--- src/rtl/ctrl_pkg.sv ---
// Shared encodings for the RV32I multi-cycle controller:
// opcodes, FSM states, mux selects and the opcode decoder.
package ctrl_pkg;

  localparam logic [6:0] OP_R      = 7'b0110011;
  localparam logic [6:0] OP_I      = 7'b0010011;
  localparam logic [6:0] OP_LOAD   = 7'b0000011;
  localparam logic [6:0] OP_STORE  = 7'b0100011;
  localparam logic [6:0] OP_BRANCH = 7'b1100011;
  localparam logic [6:0] OP_JAL    = 7'b1101111;
  localparam logic [6:0] OP_JALR   = 7'b1100111;
  localparam logic [6:0] OP_LUI    = 7'b0110111;
  localparam logic [6:0] OP_AUIPC  = 7'b0010111;

  typedef enum logic [2:0] {
    S_FETCH  = 3'd0,
    S_DECODE = 3'd1,
    S_EXEC   = 3'd2,
    S_MEM    = 3'd3,
    S_WB     = 3'd4,
    S_TRAP   = 3'd5
  } state_e;

  localparam logic [2:0] IMM_I = 3'd0;
  localparam logic [2:0] IMM_S = 3'd1;
  localparam logic [2:0] IMM_B = 3'd2;
  localparam logic [2:0] IMM_U = 3'd3;
  localparam logic [2:0] IMM_J = 3'd4;

  localparam logic [1:0] PCSRC_PC4 = 2'd0;
  localparam logic [1:0] PCSRC_IMM = 2'd1;
  localparam logic [1:0] PCSRC_ALU = 2'd2;

  localparam logic [1:0] WB_ALU = 2'd0;
  localparam logic [1:0] WB_MEM = 2'd1;
  localparam logic [1:0] WB_PC4 = 2'd2;
  localparam logic [1:0] WB_IMM = 2'd3;

  typedef enum logic [3:0] {
    C_NOP, C_R, C_I, C_LOAD, C_STORE,
    C_BRANCH, C_JAL, C_JALR, C_LUI,
    C_AUIPC, C_ILL
  } cls_e;

  typedef struct packed {
    cls_e       cls;
    logic [2:0] imm;
    logic       src_a;
    logic       src_b;
    logic [3:0] alu_op;
  } dec_t;

  localparam dec_t DEC_NOP = '{
    cls: C_NOP, imm: IMM_I, src_a: 1'b0,
    src_b: 1'b0, alu_op: 4'b0000
  };

  function automatic dec_t decode(
    input logic [6:0] opc,
    input logic [2:0] f3,
    input logic       b30
  );
    dec_t d;
    d = '{
      cls: C_ILL, imm: IMM_I, src_a: 1'b0,
      src_b: 1'b0, alu_op: 4'b0000
    };
    unique case (1'b1)
      opc == OP_R: begin
        d.cls    = C_R;
        d.alu_op = {b30, f3};
      end
      opc == OP_I: begin
        d.cls    = C_I;
        d.src_b  = 1'b1;
        d.alu_op = {(f3 == 3'b101) & b30, f3};
      end
      opc == OP_LOAD: begin
        d.cls   = C_LOAD;
        d.src_b = 1'b1;
      end
      opc == OP_STORE: begin
        d.cls   = C_STORE;
        d.imm   = IMM_S;
        d.src_b = 1'b1;
      end
      opc == OP_BRANCH: begin
        d.cls    = C_BRANCH;
        d.imm    = IMM_B;
        d.alu_op = 4'b1000;
      end
      opc == OP_JAL: begin
        d.cls   = C_JAL;
        d.imm   = IMM_J;
        d.src_a = 1'b1;
        d.src_b = 1'b1;
      end
      opc == OP_JALR: begin
        d.cls   = C_JALR;
        d.src_b = 1'b1;
      end
      opc == OP_LUI: begin
        d.cls = C_LUI;
        d.imm = IMM_U;
      end
      opc == OP_AUIPC: begin
        d.cls   = C_AUIPC;
        d.imm   = IMM_U;
        d.src_a = 1'b1;
        d.src_b = 1'b1;
      end
      default: ;
    endcase
    return d;
  endfunction

endpackage

--- src/rtl/branch_eval.sv ---
// RV32I branch condition from funct3 and ALU flags {N,Z,C,V}.
// valid_o is low for the two unassigned funct3 codes.
module branch_eval (
  input  logic [2:0] funct3_i,
  input  logic [3:0] status_i,
  output logic       taken_o,
  output logic       valid_o
);

  logic n, z, c, v;
  assign {n, z, c, v} = status_i;

  always_comb begin
    taken_o = 1'b0;
    valid_o = 1'b1;
    unique case (funct3_i)
      3'b000: taken_o = z;
      3'b001: taken_o = ~z;
      3'b100: taken_o = n ^ v;
      3'b101: taken_o = ~(n ^ v);
      3'b110: taken_o = ~c;
      3'b111: taken_o = c;
      3'b010,
      3'b011: valid_o = 1'b0;
    endcase
  end

endmodule

--- src/rtl/multicycle_control_unit.sv ---
// Multi-cycle RV32I control FSM: FETCH/DECODE/EXEC/MEM/WB/TRAP.
// Outputs are registered with the values of the state being entered.
module multicycle_control_unit
  import ctrl_pkg::*;
#(
  parameter int         XLEN       = 32,
  parameter int         ALUOP_W    = 4,
  parameter logic [6:0] NOP_OPCODE = 7'b0000000
) (
  input  logic               clk,
  input  logic               reset,
  input  logic [XLEN-1:0]    instr,
  input  logic [3:0]         status,
  input  logic               mem_ready,
  output logic               mem_req,
  output logic               mem_we,
  output logic               ir_load,
  output logic               pc_write,
  output logic [1:0]         pcsrc,
  output logic               alusrc_a,
  output logic               alusrc,
  output logic [2:0]         imm_select,
  output logic [ALUOP_W-1:0] alu_op,
  output logic               reg_we,
  output logic [1:0]         wb_sel,
  output logic               illegal,
  output logic [2:0]         state_o
);

  state_e               state_q;
  cls_e                 cls_q;
  logic                 mem_req_q, mem_we_q;
  logic                 ir_load_q, pc_write_q;
  logic [1:0]           pcsrc_q, wb_sel_q;
  logic                 alusrc_a_q, alusrc_q;
  logic [2:0]           imm_sel_q;
  logic [ALUOP_W-1:0]   alu_op_q;
  logic                 reg_we_q, illegal_q;

  dec_t dec;
  logic br_taken, br_valid;
  logic unused_instr;

  assign dec = (instr[6:0] == NOP_OPCODE) ? DEC_NOP
             : decode(instr[6:0], instr[14:12], instr[30]);

  assign unused_instr = ^{instr[XLEN-1:31], instr[29:15], instr[11:7]};

  branch_eval u_br (
    .funct3_i (instr[14:12]),
    .status_i (status),
    .taken_o  (br_taken),
    .valid_o  (br_valid)
  );

  always_ff @(posedge clk or negedge reset) begin
    if (!reset) begin
      state_q    <= S_FETCH;
      cls_q      <= C_NOP;
      mem_req_q  <= 1'b0;
      mem_we_q   <= 1'b0;
      ir_load_q  <= 1'b0;
      pc_write_q <= 1'b0;
      pcsrc_q    <= PCSRC_PC4;
      alusrc_a_q <= 1'b0;
      alusrc_q   <= 1'b0;
      imm_sel_q  <= IMM_I;
      alu_op_q   <= '0;
      reg_we_q   <= 1'b0;
      wb_sel_q   <= WB_ALU;
      illegal_q  <= 1'b0;
    end else begin
      ir_load_q  <= 1'b0;
      pc_write_q <= 1'b0;
      pcsrc_q    <= PCSRC_PC4;
      reg_we_q   <= 1'b0;
      unique case (state_q)
        S_FETCH: begin
          mem_we_q <= 1'b0;
          // first FETCH after reset only raises the request
          if (mem_req_q && mem_ready) begin
            mem_req_q <= 1'b0;
            ir_load_q <= 1'b1;
            state_q   <= S_DECODE;
          end else begin
            mem_req_q <= 1'b1;
          end
        end
        S_DECODE: begin
          cls_q      <= dec.cls;
          imm_sel_q  <= dec.imm;
          alusrc_a_q <= dec.src_a;
          alusrc_q   <= dec.src_b;
          alu_op_q   <= ALUOP_W'(dec.alu_op);
          state_q    <= S_EXEC;
          unique case (dec.cls)
            C_ILL: begin
              state_q   <= S_TRAP;
              illegal_q <= 1'b1;
            end
            C_NOP: pc_write_q <= 1'b1;
            C_BRANCH: begin
              if (br_valid) begin
                pc_write_q <= 1'b1;
                pcsrc_q    <= br_taken ? PCSRC_IMM
                                       : PCSRC_PC4;
              end else begin
                state_q   <= S_TRAP;
                illegal_q <= 1'b1;
              end
            end
            C_JAL: begin
              pc_write_q <= 1'b1;
              pcsrc_q    <= PCSRC_IMM;
            end
            C_JALR: begin
              pc_write_q <= 1'b1;
              pcsrc_q    <= PCSRC_ALU;
            end
            default: ;
          endcase
        end
        S_EXEC: begin
          unique case (cls_q)
            C_LOAD, C_STORE: begin
              state_q    <= S_MEM;
              mem_req_q  <= 1'b1;
              mem_we_q   <= (cls_q == C_STORE);
              // store address comes from the ALU, so PC can advance now
              pc_write_q <= (cls_q == C_STORE);
            end
            C_JAL, C_JALR: begin
              state_q  <= S_WB;
              reg_we_q <= 1'b1;
              wb_sel_q <= WB_PC4;
            end
            C_LUI: begin
              state_q    <= S_WB;
              reg_we_q   <= 1'b1;
              pc_write_q <= 1'b1;
              wb_sel_q   <= WB_IMM;
            end
            C_R, C_I, C_AUIPC: begin
              state_q    <= S_WB;
              reg_we_q   <= 1'b1;
              pc_write_q <= 1'b1;
              wb_sel_q   <= WB_ALU;
            end
            default: begin
              state_q   <= S_FETCH;
              mem_req_q <= 1'b1;
            end
          endcase
        end
        S_MEM: begin
          if (mem_ready) begin
            mem_we_q <= 1'b0;
            if (cls_q == C_STORE) begin
              state_q <= S_FETCH;
            end else begin
              state_q    <= S_WB;
              mem_req_q  <= 1'b0;
              reg_we_q   <= 1'b1;
              pc_write_q <= 1'b1;
              wb_sel_q   <= WB_MEM;
            end
          end
        end
        S_WB: begin
          state_q   <= S_FETCH;
          mem_req_q <= 1'b1;
        end
        S_TRAP: begin
          mem_req_q <= 1'b0;
          mem_we_q  <= 1'b0;
          illegal_q <= 1'b1;
        end
        default: begin
          state_q   <= S_TRAP;
          mem_req_q <= 1'b0;
          mem_we_q  <= 1'b0;
          illegal_q <= 1'b1;
        end
      endcase
    end
  end

  assign mem_req    = mem_req_q;
  assign mem_we     = mem_we_q;
  assign ir_load    = ir_load_q;
  assign pc_write   = pc_write_q;
  assign pcsrc      = pcsrc_q;
  assign alusrc_a   = alusrc_a_q;
  assign alusrc     = alusrc_q;
  assign imm_select = imm_sel_q;
  assign alu_op     = alu_op_q;
  assign reg_we     = reg_we_q;
  assign wb_sel     = wb_sel_q;
  assign illegal    = illegal_q;
  assign state_o    = state_q;

endmodule
--- config.mk ---
export PLATFORM = sky130hd
export DESIGN_NAME = multicycle_control_unit
export DESIGN_NICKNAME = d
export VERILOG_FILES = /design/src/rtl/ctrl_pkg.sv /design/src/rtl/branch_eval.sv /design/src/rtl/multicycle_control_unit.sv
export SDC_FILE = /design/constraint.sdc
export NUM_CORES = 1
export LEC_CHECK = 0
export ABC_AREA = 0
export CORE_MARGIN = 3
export CORE_UTILIZATION = 30
export DETAILED_ROUTE_END_ITERATION = 8
export GPL_TIMING_DRIVEN = 0
export PLACE_DENSITY_LB_ADDON = 0.08
export SKIP_LAST_GASP = 1
export SLEW_MARGIN = 20
export SYNTH_ARGS = -nofsm -noshare
export SYNTH_HDL_FRONTEND = slang
export SYNTH_HIERARCHICAL = 1
export SYNTH_SLANG_ARGS = --single-unit
--- constraint.sdc ---
create_clock -name clk -period 3.9 [get_ports clk]
set_input_delay 0.39 -clock clk [delete_from_list [all_inputs] [get_ports clk]]
set_output_delay 0.39 -clock clk [all_outputs]
set_load 0.01 [all_outputs]
==> results.ini <==
[sta]
hold_viol=0
setup_viol=0
min_period_over_period_pct=52.24
skew_ns=0.005164
period_minus_slack_ns=2.037
fmax_ghz=0.4909
maxSlewHeadroom_pct=53.91
fin_setup_tns_ns=0
slew_viol_final=0
grt_setup_unrepaired=false
worst_slew_pin_slew_ns=0.6739
fin_hold_ws_ns=0.1077

[worst_setup_path]
r2r_cells=5
cpPeakStageDelay_ns=0.51
regToRegEndpoint=pcsrc[0]
critical_path_class=in2reg
crit_family=compound AO/OA/AOI/OAI gates
arrival_ns=2.21
worstPathCellList=clkdlybuf4s50_1 > buf_2 > and3b_1 > a21oi_1 > a2111o_1 > a221oi_2
cp-end-kind=register
crit-reg2reg-launch=state_o[2]
cp_num_buf_inv=2
required_ns=4.08
start_kind=primary input
cp_slowest_cell=clkdlybuf4s50_1
r2r_setup_slack_ns=2.01
worstPathMaxFanout=10

[floorplanning]
die-area_sq_mm=0.006526
core_region_area_sq_mm=0.005270
boundaryPins=61
start_util_pct=31.84
rows=26
die_w_microns=80.79
die_y_microns=80.79

[pwr]
cellLeakagePower_nw=0.8841
p_clk_share_pct=32.8
vdd_drop_max_uv=173.8
p_per_area_mw_per_mm2=307.3
p_seq_share_pct=44.6
power_mw=0.6767
p_sw_share_pct=26.85
combPwrFrac_pct=22.6
internal_power_mw=0.4950
p_sw_mw=0.1817

[clock_network]
cts_root_buf=clkbuf_8
cts_resized=0
cts.sinks=26
cts_buffer_depth=2
htreeDepth=1
post_cts_buffers=0
clk_latency_ns=0.27
cts_hold_buf=0
numCtsBuffers=3
cts_tree=yes
path_clk_slew_ns=0.09

[placement]
placed_cells=301
globalplace.congestion=0.8383
hpwl_mm=3.428
port_buffers=37

[detailed_routing]
wl_per_cell_microns=14.62
wl_mm=4.458
first_iter_violations=65
via_count=1648
remaining_drc_errors=0
ant_nets=0
vias_per_cell=5.403
dr.pass1.iters=4

[logic_synthesis]
ys_seq_area_share_pct=38.78
netlist-cell-type-count=55
ys_ff_latch=26
yosys.area_share.adder_pct=0
synthMuxAreaShare_pct=0.5966
synth_edf_count=0
netlist_top_cells_count=dfrtp_1, nand2_1, clkbuf_1, nor2_1
synth_top_family_by_area=simple AND/OR/NAND/NOR gates
synth_top_area_share_pct=38.78
synthTopCellsByArea=dfrtp_1, nand2_1, nor2b_1
syn_nets=233
synth_most_common_cell=dfrtp_1
yosysTopAreaCell=dfrtp_1
avgSynthCellArea_sq_um=8.649
synth_compound_area_share_pct=25.35
synth_ff_type=dfrtp_1
synth_async_sr_flop_share_pct=100.0
yosys_warnings=6
syn-cell-area_sq_mm=0.001678
synthCells=194
synth-xor-area-share_pct=2.088
synth-simple-area-share_pct=27.59

[final_layout]
fill_cells=541
insertedDiodeCount=0
drive_gt1_share_pct=6.383
instances_no_fill=305
syn_to_final_growth_pct=31.25
fin_util_pct=41.79
nets=275

[grt]
grt_max_degree=27
grt_overflow=0
antenna_found_initial=0
grtUsageTotal_pct=14.39
grt_first_pass_wirelength_mm=7.507
grt_pass1_vias=1526

[run]
maxCapViolCount=0

[run_status]
outcome=finished clean

[min_path]
hold_class=in2async

-- layer usage --
layer	vias to the layer above	wire (microns)	GRT usage [%]
li1	805	-	-
met5	-	0	0
met4	0	31	3.041
met1	792	2062	19.55
met3	2	208	1.330
met2	49	2155	24.92
-- stage by stage --
step           cell area (sq um)  worst slack (ns)
4_1_cts                     2202             1.875
3_3_place_gp                2136             1.588
3_5_place_dp                2131             1.592
2_1_floorplan               1678             2.248
5_1_grt                     2202             1.692
6_report                    2202             1.863
-- cell families (layout without fill, tap and decap cells) --
group / after synthesis / after routing
flops: 26 / 26
xor+xnor: 4 / 4
compound gates: 59 / 59
simple gates: 81 / 81
buf+inv: 23 / 64
mux: 1 / 1
-- worst max-delay path by stage --
stage / from / depth (start not counted) / end
after floorplan: instr[5] / 4 / pcsrc[0]
after global placement: instr[4] / 5 / pcsrc[0]
after detailed placement: instr[6] / 6 / pcsrc[0]
after CTS: instr[4] / 5 / pcsrc[0]
after global routing: instr[5] / 6 / cls_q[3]
final: instr[6] / 6 / pcsrc[0]
-- final cells by class --
type | count | area (sq um) | area share [%]
Inverter | 8 | 30.03 | 1.364
Tap cell | 70 | 87.58 | 3.977
Timing Repair Buffer | 37 | 365.4 | 16.59
Buffer | 15 | 63.81 | 2.898
Clock buffer | 3 | 41.29 | 1.875
Multi-Input combinational cell | 145 | 933.4 | 42.39
Sequential cell | 26 | 650.6 | 29.55
Clock inverter | 1 | 30.03 | 1.364
-- registers in the layout (all words and copies together) (netlist names) --
| signal | count |
|---|---|
| alusrc | 1 |
| alu_op | 4 |
| ir_load | 1 |
| cls_q | 4 |
| reg_we | 1 |
| pc_write | 1 |
| illegal | 1 |
| wb_sel | 2 |
| mem_we | 1 |
| state_o | 3 |
| pcsrc | 2 |
| alusrc_a | 1 |
| imm_select | 3 |
| mem_req | 1 |
-- power groups by stage --
stage               Combinational [mW]  Sequential, mW  Clock [mW]
floorplan                       0.0971           0.307           0
detailed placement               0.154           0.308           0
finish                           0.153           0.302       0.222
global placement                 0.155           0.308           0
global route                     0.173           0.307       0.241
CTS                              0.154           0.302       0.232
-- cell usage in the layout, fill, tap and decap left out, drive strengths merged, types with 7 or more instances in the layout --
cell	count
nor2b	9
o21ai	10
nor2	9
nand2	22
clkbuf	12
clkdlybuf4s50	36
nand3	8
inv	8
a21oi	7
buf	7
dfrtp	26
(Power assumes the default switching activity.)
